===== src/rtl/uart_tx_queue_if.sv =====
// uart_tx_queue_if: producer handshake and uart_tx strobe bundle for uart_tx_queue
//  master: producer/consumer side; slave: the queue itself
//  in_valid/in_data/in_ready: byte producer handshake
//  tx_valid/tx_data: one-cycle strobe and byte for uart_tx
//  busy: queue holds data or is pacing a frame
interface uart_tx_queue_if #(parameter int DATA_BITS = 8);
  logic                 in_valid;
  logic [DATA_BITS-1:0] in_data;
  logic                 in_ready;
  logic                 tx_valid;
  logic [DATA_BITS-1:0] tx_data;
  logic                 busy;
  modport master (output in_valid, in_data, input in_ready, tx_valid, tx_data, busy);
  modport slave  (input in_valid, in_data, output in_ready, tx_valid, tx_data, busy);
endinterface


===== src/rtl/uart_tx_queue.sv =====
// uart_tx_queue: byte FIFO that paces one-cycle tx_valid strobes to uart_tx a frame time apart
//  clk, rst : system clock, synchronous active-high reset
//  bus      : uart_tx_queue_if.slave (in_valid/in_data/in_ready, tx_valid/tx_data, busy)
//  Optional UART_TXQ_STATUS_EN adds level (current count), ovf (sticky overflow), ovf_clr.
module uart_tx_queue #(
  parameter int DATA_BITS  = 8,
  parameter int STOP_BITS  = 1,
  parameter int BAUDRATE   = 115200,
  parameter int CLK_FREQ   = 75_000_000,
  parameter int DEPTH      = 16,
  parameter int GUARD_CLKS = 2
) (
  input  logic                      clk,
  input  logic                      rst,
`ifdef UART_TXQ_STATUS_EN
  output logic [$clog2(DEPTH):0]    level,
  output logic                      ovf,
  input  logic                      ovf_clr,
`endif
  uart_tx_queue_if.slave            bus
);
  localparam int FULLBAUD   = CLK_FREQ / BAUDRATE;
  localparam int FRAME_CLKS = FULLBAUD * (1 + DATA_BITS + STOP_BITS) + GUARD_CLKS;
  localparam int AW         = $clog2(DEPTH);
  localparam int HW         = $clog2(FRAME_CLKS + 1);
  typedef enum logic [1:0] {IDLE, ISSUE, HOLD} state_t;
  state_t               r_state, w_next;
  logic [HW-1:0]        r_holdoff;
  logic [AW-1:0]        r_wr_ptr, r_rd_ptr;
  logic [AW:0]          r_count;
  logic                 r_tx_valid;
  logic [DATA_BITS-1:0] r_tx_data;
  logic [DATA_BITS-1:0] r_mem [DEPTH];
  logic                 w_ready, w_wr, w_pop;
  // Full blocks writes even when a pop is happening, so there is no pass-through path.
  always_comb begin
    w_ready = r_count != (AW+1)'(DEPTH);
    w_wr    = bus.in_valid && w_ready;
    w_pop   = r_state == ISSUE;
    w_next  = r_state == IDLE  ? (r_count != '0 ? ISSUE : IDLE) :
              r_state == ISSUE ? HOLD :
              r_holdoff != '0  ? HOLD : (r_count != '0 ? ISSUE : IDLE);
  end
  always_ff @(posedge clk) if (w_wr) r_mem[r_wr_ptr] <= bus.in_data;
  // Reset lands in HOLD with a full frame of holdoff: uart_tx has no reset and may still be sending.
  always_ff @(posedge clk) begin
    if (rst) begin
      r_state    <= HOLD;
      r_holdoff  <= HW'(FRAME_CLKS - 1);
      r_wr_ptr   <= '0;
      r_rd_ptr   <= '0;
      r_count    <= '0;
      r_tx_valid <= 1'b0;
      r_tx_data  <= '0;
    end else begin
      r_state    <= w_next;
      r_holdoff  <= w_pop ? HW'(FRAME_CLKS - 1) : (r_holdoff != '0 ? r_holdoff - 1'b1 : r_holdoff);
      r_wr_ptr   <= r_wr_ptr + AW'(w_wr);
      r_rd_ptr   <= r_rd_ptr + AW'(w_pop);
      r_count    <= r_count + (AW+1)'(w_wr) - (AW+1)'(w_pop);
      r_tx_valid <= w_pop;
      r_tx_data  <= w_pop ? r_mem[r_rd_ptr] : r_tx_data;
    end
  end
  assign bus.in_ready = w_ready;
  assign bus.tx_valid = r_tx_valid;
  assign bus.tx_data  = r_tx_data;
  assign bus.busy     = r_count != '0 || r_state != IDLE;
`ifdef UART_TXQ_STATUS_EN
  logic r_ovf;
  // Overflow set takes priority over a same-cycle clear.
  always_ff @(posedge clk) begin
    if (rst) r_ovf <= 1'b0;
    else r_ovf <= (bus.in_valid && !w_ready) ? 1'b1 : (ovf_clr ? 1'b0 : r_ovf);
  end
  assign level = r_count;
  assign ovf   = r_ovf;
`endif
endmodule

===== src/flat_wrapper.sv =====
// flat-port wrapper written by rule: the top's interface ports become plain ports
module uart_tx_queue_flat 
#(
  parameter int DATA_BITS  = 8,
  parameter int STOP_BITS  = 1,
  parameter int BAUDRATE   = 115200,
  parameter int CLK_FREQ   = 75_000_000,
  parameter int DEPTH      = 16,
  parameter int GUARD_CLKS = 2
)
  (clk, rst, bus_in_valid, bus_in_data, bus_in_ready, bus_tx_valid, bus_tx_data, bus_busy);
  uart_tx_queue_if #(.DATA_BITS(DATA_BITS)) bus_i ();
  input  logic clk;
  input  logic rst;
  input wire logic [$bits(bus_i.in_valid)-1:0] bus_in_valid;
  input wire logic [$bits(bus_i.in_data)-1:0] bus_in_data;
  output wire logic [$bits(bus_i.in_ready)-1:0] bus_in_ready;
  output wire logic [$bits(bus_i.tx_valid)-1:0] bus_tx_valid;
  output wire logic [$bits(bus_i.tx_data)-1:0] bus_tx_data;
  output wire logic [$bits(bus_i.busy)-1:0] bus_busy;
  assign bus_i.in_valid = bus_in_valid;
  assign bus_i.in_data = bus_in_data;
  assign bus_in_ready = bus_i.in_ready;
  assign bus_tx_valid = bus_i.tx_valid;
  assign bus_tx_data = bus_i.tx_data;
  assign bus_busy = bus_i.busy;
  uart_tx_queue #(.DATA_BITS(DATA_BITS), .STOP_BITS(STOP_BITS), .BAUDRATE(BAUDRATE), .CLK_FREQ(CLK_FREQ), .DEPTH(DEPTH), .GUARD_CLKS(GUARD_CLKS)) u_core (.clk(clk), .rst(rst), .bus(bus_i));
endmodule

===== config.mk =====
export PLATFORM = sky130hd
export DESIGN_NAME = uart_tx_queue_flat
export DESIGN_NICKNAME = d
export VERILOG_FILES = /design/src/rtl/uart_tx_queue_if.sv /design/src/rtl/uart_tx_queue.sv /design/src/flat_wrapper.sv
export SDC_FILE = /design/constraint.sdc
export NUM_CORES = 1
export LEC_CHECK = 0
export ABC_CLOCK_PERIOD_IN_PS = 4000
export BUFFER_PORTS_ARGS = -buffer_cell sky130_fd_sc_hd__clkbuf_2
export CAP_MARGIN = 5
export CORE_UTILIZATION = 33
export DETAILED_ROUTE_END_ITERATION = 8
export HOLD_SLACK_MARGIN = 0.02
export PLACE_DENSITY = 0.51
export SKIP_LAST_GASP = 1
export SLEW_MARGIN = 5
export SYNTH_ARGS = -nofsm -noshare
export SYNTH_HDL_FRONTEND = slang
export SYNTH_SLANG_ARGS = --single-unit

===== constraint.sdc =====
create_clock -name clk -period 4 [get_ports clk]
set_clock_uncertainty 0.1 [all_clocks]
set_input_delay 0.4 -clock clk [delete_from_list [all_inputs] [get_ports clk]]
set_output_delay 0.4 -clock clk [all_outputs]
set_load 0.03 [all_outputs]

==> results.yml, run 1 <==
status:
  status: "finished clean"
route:
  ant_nets: 0
  drt-total-wl_mm: 13.9
  drt_iter0_markers: 276
  drc: 0
  wire_per_inst_um: 19.4
  viasPerCell: 4.88
  dr.pass1.iters: 4
  num_vias: 3497
global_route:
  grt_max_degree: 26
  gr-total-overflow: 0
  antenna_found_initial: 0
  first_global_vias: 3641
  track_usage_pct: 14.8
  grt_pass1_wl_mm: 21.5
worst_setup_path:
  reg2reg_from: "u_core.r_count[3]"
  path_max_fanout: 8
  path_class: "flop to flop"
  crit_path_start_kind: "flop"
  cp_data_arrival_time_ps: 2590
  reg2reg_depth: 6
  worstReg2RegEnd: "u_core.r_mem[8][2]"
  startpoint: "u_core.r_count[3]"
  critical_path_required_ps: 3950
  rrSetupSlack_ps: 1370
  crit_path_top_delay_cell: "nor2_1"
  critPathMaxStageDelay_ps: 610
  end_kind: "flop"
  critPathCapture: "u_core.r_mem[8][2]"
  cp_cell_sequence: "inv_1 > ha_1 > nand4bb_1 > and2_1 > or3b_2 > nor2_1"
synthesis:
  yosys.cell_count.top_type: "edfxtp_1"
  synth_commonest_cells: "edfxtp_1 (128), dfxtp_1 (37), nor2_1 (28), mux4_2 (21)"
  ys_warn_count: 0
  ys_types: 48
  synth.net_count: 434
  synth-edff-count: 128
  ys_seq_area_share_pct: 68.9
  avgSynthCellArea_sq_um: 16.2
  async_reset_ff_share_pct: 0
  synth_top_cell_by_area: "edfxtp_1"
  synth.ff_latch_count: 165
  yosysTopAreaCellShare_pct: 57.8
  syn_inst: 410
  yosys-top-cells-area: "edfxtp_1 (58%), dfxtp_1 (11%), mux4_2 (7.1%)"
  synthFlopType: "edfxtp_1"
  syn_area_sq_um: 6650
floorplanning:
  rows: 51
  num_io_pins: 22
  start_util_pct: 34.0
  die_h_um: 144
  fp.dieArea_sq_um: 20700
  core-area_sq_um: 19600
  chipWidth_um: 144
clock_network:
  cts_setup_buffers: 0
  cts_resized: 0
  path_clk_slew_ps: 70
  htreeDepth: 4
  cts_num_sinks: 165
  clk_path_buf_depth: 2
  cts_inserted_buffers: 17
  cts-root-buf: "clkbuf_16"
  clock_latency_ps: 430
  cts_tree: "yes"
  cts_hold_buf: 0
finish:
  nNetsFinal: 463
  drive_gt1_share_pct: 21.0
  fin_area_sq_um: 7610
  antenna_cells: 0
  syn2layout_area_growth_pct: 14.5
sta:
  period_share_pct: 65.8
  grt_setup_unrepaired: "no"
  final-hold-violation-count: 0
  max_freq_mhz: 380
  slew_violations: 0
  setup_violations: 0
  tightest_slew_ps: 1110
  fin_crit_ps: 2630
  setup_tns_ps: 0
  layout_setup_ws_ps: 1370
  slew_headroom_pct: 25.6
power:
  power_density_nw_per_um2: 504
  ir_drop_v: 0.000305
  leakage_nw: 2.51
  power_w: 0.00384
place:
  gp_congestion: 0.795
  numPortBuffers: 21
  place.detailed.hpwl_mm: 8.84
  placed_area_sq_um: 7030
  post-place-ws_ps: 1320
hold_path:
  min-delay-start: "bus_in_data[6]"
  hp-class: "input pin to flop"
job:
  cap_violations: 0
## per-stage QoR
step                      hold slack, ps  utilization [%]  cells
final                                348             38.9    717
after global routing                 350             38.9    717
after CTS                            336             38.9    717
after detailed placement             370             35.9    685
after global placement               366             35.9    685
after floorplan                      349                -    410
## logic make-up after synthesis
| logic type | count (synthesis) | share of synthesized area, % |
|---|---|---|
| flops | 165 | 68.9 |
| simple gates | 96 | 7.54 |
| mux | 49 | 12.2 |
| compound gates | 47 | 5.15 |
| buf+inv | 32 | 2.58 |
| fa+ha+maj | 13 | 2.56 |
| xor+xnor | 8 | 1.05 |
## how the worst min path moves through the flow
stage,end,slack (ps),depth (start not counted)
finish,u_core.r_mem[9][6],350,1
detailed placement,u_core.r_state[1],370,2
global placement,u_core.r_state[1],370,2
floorplan,u_core.r_state[1],350,2
CTS,u_core.r_count[0],340,2
global route,u_core.r_mem[11][6],350,1
## flip-flops by register name, summed over array words and instances (netlist names)
register             count
u_core.bus.tx_data       8
u_core.r_holdoff        13
u_core.r_wr_ptr          4
u_core.r_mem           128
u_core.bus.tx_valid      1
u_core.r_count           5
u_core.r_rd_ptr          4
u_core.r_state           2
## layout by cell type, fill, tap and decap left out, types with 4 or more instances in the layout
| cell | instances |
|---|---|
| clkbuf_16 | 17 |
| clkbuf_2 | 21 |
| xnor2_1 | 5 |
| inv_8 | 4 |
| nand2_1 | 17 |
| edfxtp_1 | 128 |
| mux2_2 | 8 |
| inv_1 | 13 |
| nand3_1 | 7 |
| dfxtp_1 | 36 |
| mux2i_1 | 17 |
| a21oi_1 | 7 |
| inv_6 | 5 |
| nor2b_1 | 8 |
| mux4_2 | 21 |
| ha_1 | 12 |
| nor2_1 | 28 |
| nor3_1 | 9 |
| o21ai_0 | 4 |
| nand2b_1 | 4 |
| a22oi_1 | 16 |
| buf_4 | 8 |
| o211ai_1 | 8 |
## worst max-delay path: cells and delay by family, from the launching register on
kind / cells / cell delay (ps)
buffers and inverters: 1 / 70
and+or+nand+nor: 4 / 1550
adders and majority gates: 1 / 190
DFF: 1 / 350
## metal layers
layer,track usage [%],vias to the layer above,part of all wire (%)
met5,0,-,0
met4,4.93,0,1.1
met3,3.97,10,3.4
met2,23.0,57,47
met1,20.1,1784,48
li1,-,1646,-
## report_power, final
group	internal, W	switching, W
clock network	0.000889	0.000730
logic	0.000116	0.000164
registers	0.00191	0.0000306
total	0.00291	0.000924
## area by class of cell
class / count / area (sq um)
repair buffers: 29 / 165
clock buffers: 18 / 429
multi-input cells: 213 / 1900
inverters: 13 / 48.8
well taps: 265 / 332
flip-flops and latches: 165 / 4590
fillers: 1802 / 12000
clock inverters: 14 / 158
No activity file was read; power rests on OpenSTA's default activity.
==> inputs of run 2 (changes only) <==
--- a/config.mk
+++ b/config.mk
@@ -5,13 +5,13 @@
 export SDC_FILE = /design/constraint.sdc
 export NUM_CORES = 1
 export LEC_CHECK = 0
-export ABC_CLOCK_PERIOD_IN_PS = 4000
+export ABC_CLOCK_PERIOD_IN_PS = 2420
 export BUFFER_PORTS_ARGS = -buffer_cell sky130_fd_sc_hd__clkbuf_2
 export CAP_MARGIN = 5
 export CORE_UTILIZATION = 33
 export DETAILED_ROUTE_END_ITERATION = 8
 export HOLD_SLACK_MARGIN = 0.02
-export PLACE_DENSITY = 0.51
+export PLACE_DENSITY = 0.52
 export SKIP_LAST_GASP = 1
 export SLEW_MARGIN = 5
 export SYNTH_ARGS = -nofsm -noshare
==> constraint.sdc (replaced) <==
create_clock -name clk -period 2.42 [get_ports clk]
set_clock_uncertainty 0.1 [all_clocks]
set_input_delay 0.242 -clock clk [delete_from_list [all_inputs] [get_ports clk]]
set_output_delay 0.242 -clock clk [all_outputs]
set_load 0.03 [all_outputs]
==> run 2 against run 1 <==
  * Hold slack got worse by 170 ps
  * Flip-flop and latch count stayed put
  * Die area unchanged
  * First-iteration DRC count shrank 30%
  * Sequential power up 65%
  * Routed wire length fell by 0.85%
  * Clock power increased by 72%
  * Sequential share of layout area decreased by 1.7 points
  * Combinational power rose by 70%
  * Critical path depth increased by 1
==> results.yml, run 2 (synthesis results as in run 1) <==
sta:
  grt_setup_unrepaired: "no"
  final-hold-violation-count: 0
  max_freq_mhz: 443
  tightest_slew_ps: 1180
  period_share_pct: 93.3
  setup_tns_ps: 0
  slew_violations: 0
  fin_crit_ps: 2260
  setup_violations: 0
  slew_headroom_pct: 21.1
clock_network:
  clk_path_buf_depth: 2
  cts_num_sinks: 165
  clock_latency_ps: 420
  cts_tree: "yes"
  path_clk_slew_ps: 70
  cts_hold_buf: 0
  cts-root-buf: "clkbuf_16"
  cts_inserted_buffers: 17
  htreeDepth: 4
finish:
  drive_gt1_share_pct: 25.9
  largest_register: "u_core.r_mem"
  final_common_cell: "edfxtp_1"
  syn2layout_area_growth_pct: 17.7
  antenna_cells: 0
  nNetsFinal: 483
  fin_area_sq_um: 7830
  largest_reg_flops: 128
  final_cell_mix: "edfxtp_1 (128), dfxtp_1 (36), buf_4 (27), nor2_1 (25)"
  fin_cells: 736
floorplanning:
  num_io_pins: 22
  chipWidth_um: 144
  core-area_sq_um: 19600
  die_h_um: 144
  rows: 51
  fp.dieArea_sq_um: 20700
  start_util_pct: 34.0
worst_setup_path:
  cp_data_arrival_time_ps: 2290
  crit_path_start_kind: "flop"
  end_kind: "flop"
  path_class: "flop to flop"
  critical_path_required_ps: 2450
  rrSetupSlack_ps: 160
  path_max_fanout: 7
power:
  leakage_nw: 2.65
  power_density_nw_per_um2: 826
  ir_drop_v: 0.000560
route:
  ant_nets: 0
  drt_iter0_markers: 193
  num_vias: 3585
  drt-total-wl_mm: 13.8
  dr.pass1.iters: 4
  wire_per_inst_um: 18.7
  drc: 0
  viasPerCell: 4.87
place:
  post-place-cells: 704
  numPortBuffers: 21
  place.detailed.hpwl_mm: 8.76
  gp_congestion: 0.745
  placed_area_sq_um: 7210
global_route:
  track_usage_pct: 14.8
  antenna_found_initial: 0
  first_global_vias: 3703
  grt_pass1_wl_mm: 21.6
  grt_max_degree: 34
  gr-total-overflow: 0
hold_path:
  hp-class: "input pin to flop"
job:
  cap_violations: 0
status:
  status: "finished clean"
## run 2: cell count changes in the layout (fill, tap and decap cells not counted), moves of 2 or more
cell | before | now
inv_8 | 4 | 6
inv_6 | 5 | 3
buf_4 | 8 | 27
clkinvlp_4 | 3 | 1
nor2_1 | 28 | 25
nor2_2 | 0 | 3
## run 2: critical path, cell delays in order (launching register included)
cell	delay, ps
dfxtp_1	340
inv_1	60
ha_1	220
nand4bb_2	100
and2_4	190
or3b_2	550
nor3_4	210
buf_4	190
## run 2: repair_timing
item,in CTS,in global routing
setup endpoints to repair,0,33
hold endpoints to repair,0,0
gates resized for setup,0,3
setup buffers,0,1
## run 2: where the power goes
group	switching, W	internal, W
logic	0.000266	0.000209
clock network	0.00121	0.00158
registers	0.0000570	0.00315
total	0.00153	0.00494
## run 2: worst paths after layout
check,start,to,depth (start not counted)
worst max-delay path,u_core.r_count[2],u_core.r_mem[0][2],7
worst min-delay path,rst,u_core.r_wr_ptr[2],2
worst max register to register,u_core.r_count[2],u_core.r_mem[0][2],7
worst min register to register,u_core.r_state[1],u_core.r_state[1],2
## run 2: layout make-up
class                           instances  area (sq um)
Fill cell                            1823         11800
Timing Repair Buffer                   49           328
Clock buffer                           17           425
Sequential cell                       165          4590
Clock inverter                         14           186
Tap cell                              265           332
Inverter                               13          48.8
Multi-Input combinational cell        213          1930
## run 2: layer usage
metal | track usage [%] | share of wire [%]
met1 | 20.1 | 46
met2 | 23.2 | 47
met3 | 3.05 | 6.0
met4 | 5.54 | 0.92
met5 | 0 | 0
## run 2: metrics by stage
| step | power [W] | utilization [%] | worst slack [ps] | hold slack (ps) |
|---|---|---|---|---|
| after floorplan | 0.00358 | - | 53.5 | 241 |
| after global placement | 0.00371 | 36.8 | 105 | 365 |
| after detailed placement | 0.00373 | 36.8 | 51.3 | 371 |
| after CTS | 0.00653 | 39.9 | 34.5 | 164 |
| after global routing | 0.00673 | 40.0 | 16.6 | 198 |
| final | 0.00647 | 40.0 | 163 | 177 |
==> inputs of run 3 (changes only) <==
--- a/config.mk
+++ b/config.mk
@@ -9,6 +9,7 @@
 export BUFFER_PORTS_ARGS = -buffer_cell sky130_fd_sc_hd__clkbuf_2
 export CAP_MARGIN = 5
 export CORE_UTILIZATION = 33
+export CTS_BUF_LIST = sky130_fd_sc_hd__clkbuf_2 sky130_fd_sc_hd__clkbuf_4 sky130_fd_sc_hd__clkbuf_8
 export DETAILED_ROUTE_END_ITERATION = 8
 export HOLD_SLACK_MARGIN = 0.02
 export PLACE_DENSITY = 0.52
==> run 3 against run 2 <==
  * Flip-flop and latch count unchanged
  * Register-to-register slack about the same
  * Count of clock-buffer cells in the layout unchanged
  * Setup slack worse by 5.8 ps
  * Critical path depth is the same
  * Combinational power about the same
  * Die area stayed put
  * Critical path type unchanged
  * Maximum frequency fell by 0.26%
  * Clock power decreased by 24%
  * Non-clock buffer count stayed put
==> results.yml, run 3 (synthesis results as in run 1) <==
sta:
  final-hold-violation-count: 0
  slew_headroom_pct: 27.6
  whs_ps: 137
  max_freq_mhz: 442
  fin_crit_ps: 2260
  setup_tns_ps: 0
  tightest_slew_ps: 1080
  slew_violations: 0
  setup_violations: 0
  period_share_pct: 93.5
  grt_setup_unrepaired: "no"
  layout_setup_ws_ps: 157
hold_path:
  hp-class: "input pin to flop"
route:
  drt_iter0_markers: 175
  ant_nets: 0
  drt-total-wl_mm: 13.6
  dr.pass1.iters: 4
  drc: 0
  viasPerCell: 4.85
  wire_per_inst_um: 18.5
  num_vias: 3569
worst_setup_path:
  path_max_fanout: 7
  end_kind: "flop"
  critical_path_required_ps: 2490
  path_class: "flop to flop"
  cp_data_arrival_time_ps: 2330
  crit_path_start_kind: "flop"
power:
  leakage_nw: 2.56
  ir_drop_v: 0.000472
  power_density_nw_per_um2: 756
  power_w: 0.00578
clock_network:
  clock_latency_ps: 460
  cts_inserted_buffers: 17
  clk_path_buf_depth: 2
  cts-root-buf: "clkbuf_8"
  cts_tree: "yes"
  cts_hold_buf: 0
  path_clk_slew_ps: 100
  htreeDepth: 4
  cts_num_sinks: 165
finish:
  antenna_cells: 0
  largest_register: "u_core.r_mem"
  nNetsFinal: 483
  largest_reg_flops: 128
  fin_util_pct: 39.0
  final_cell_mix: "edfxtp_1 (128), dfxtp_1 (36), buf_4 (27), nor2_1 (25)"
  final_common_cell: "edfxtp_1"
  drive_gt1_share_pct: 25.9
  syn2layout_area_growth_pct: 14.8
status:
  status: "finished clean"
floorplanning:
  die_h_um: 144
  core-area_sq_um: 19600
  num_io_pins: 22
  fp.dieArea_sq_um: 20700
  chipWidth_um: 144
  rows: 51
  start_util_pct: 34.0
place:
  gp_congestion: 0.745
  numPortBuffers: 21
  place.detailed.hpwl_mm: 8.76
  post-place-ws_ps: 51.3
global_route:
  track_usage_pct: 14.7
  grt_pass1_wl_mm: 21.5
  grt_max_degree: 34
  first_global_vias: 3660
  antenna_found_initial: 0
  gr-total-overflow: 0
job:
  cap_violations: 0
run 3: layout make-up:
class	instances	area [sq um]
multi-input cells	213	1930
flip-flops and latches	165	4590
repair buffers	49	328
clock buffers	17	234
inverters	13	48.8
clock inverters	14	186
fillers	1843	12000
well taps	265	332
run 3: stage by stage:
stage,instances,instance area (sq um)
floorplan,410,6680
global placement,704,7210
detailed placement,704,7210
CTS,735,7630
global route,736,7640
finish,736,7640
run 3: metal layers:
metal | global-route usage [%] | vias up | wire (um)
li1 | - | 1684 | -
met2 | 23.0 | 58 | 6380
met1 | 20.0 | 1817 | 6540
met3 | 3.84 | 10 | 572
met4 | 4.54 | 0 | 137
met5 | 0 | - | 0
run 3: where the power goes:
part	switching, W	leakage (nW)	internal [W]	total [W]
Sequential	0.0000575	1.46	0.00315	0.00321
Clock	0.00112	0.212	0.000972	0.00210
Combinational	0.000265	0.891	0.000209	0.000474
run 3: worst paths after layout:
kind | startpoint | depth (start not counted) | slack, ps | endpoint
setup / recovery | u_core.r_count[2] | 7 | 160 | u_core.r_mem[0][0]
hold / removal | rst | 2 | 140 | u_core.r_wr_ptr[2]
setup reg to reg | u_core.r_count[2] | 7 | 160 | u_core.r_mem[0][0]
hold reg to reg | u_core.r_state[1] | 2 | 390 | u_core.r_state[1]
run 3: worst max-delay path: stages (launching register included):
cell and delay, ps:
dfxtp_1 350, inv_1 60, ha_1 220, nand4bb_2 100, and2_4 190, or3b_2 560, nor3_4 210, buf_4 190
run 3: what timing repair did:
action,CTS,global route
hold endpoints to repair,0,0
gates resized for setup,0,3
buffers inserted,0,1
setup endpoints to repair,0,29
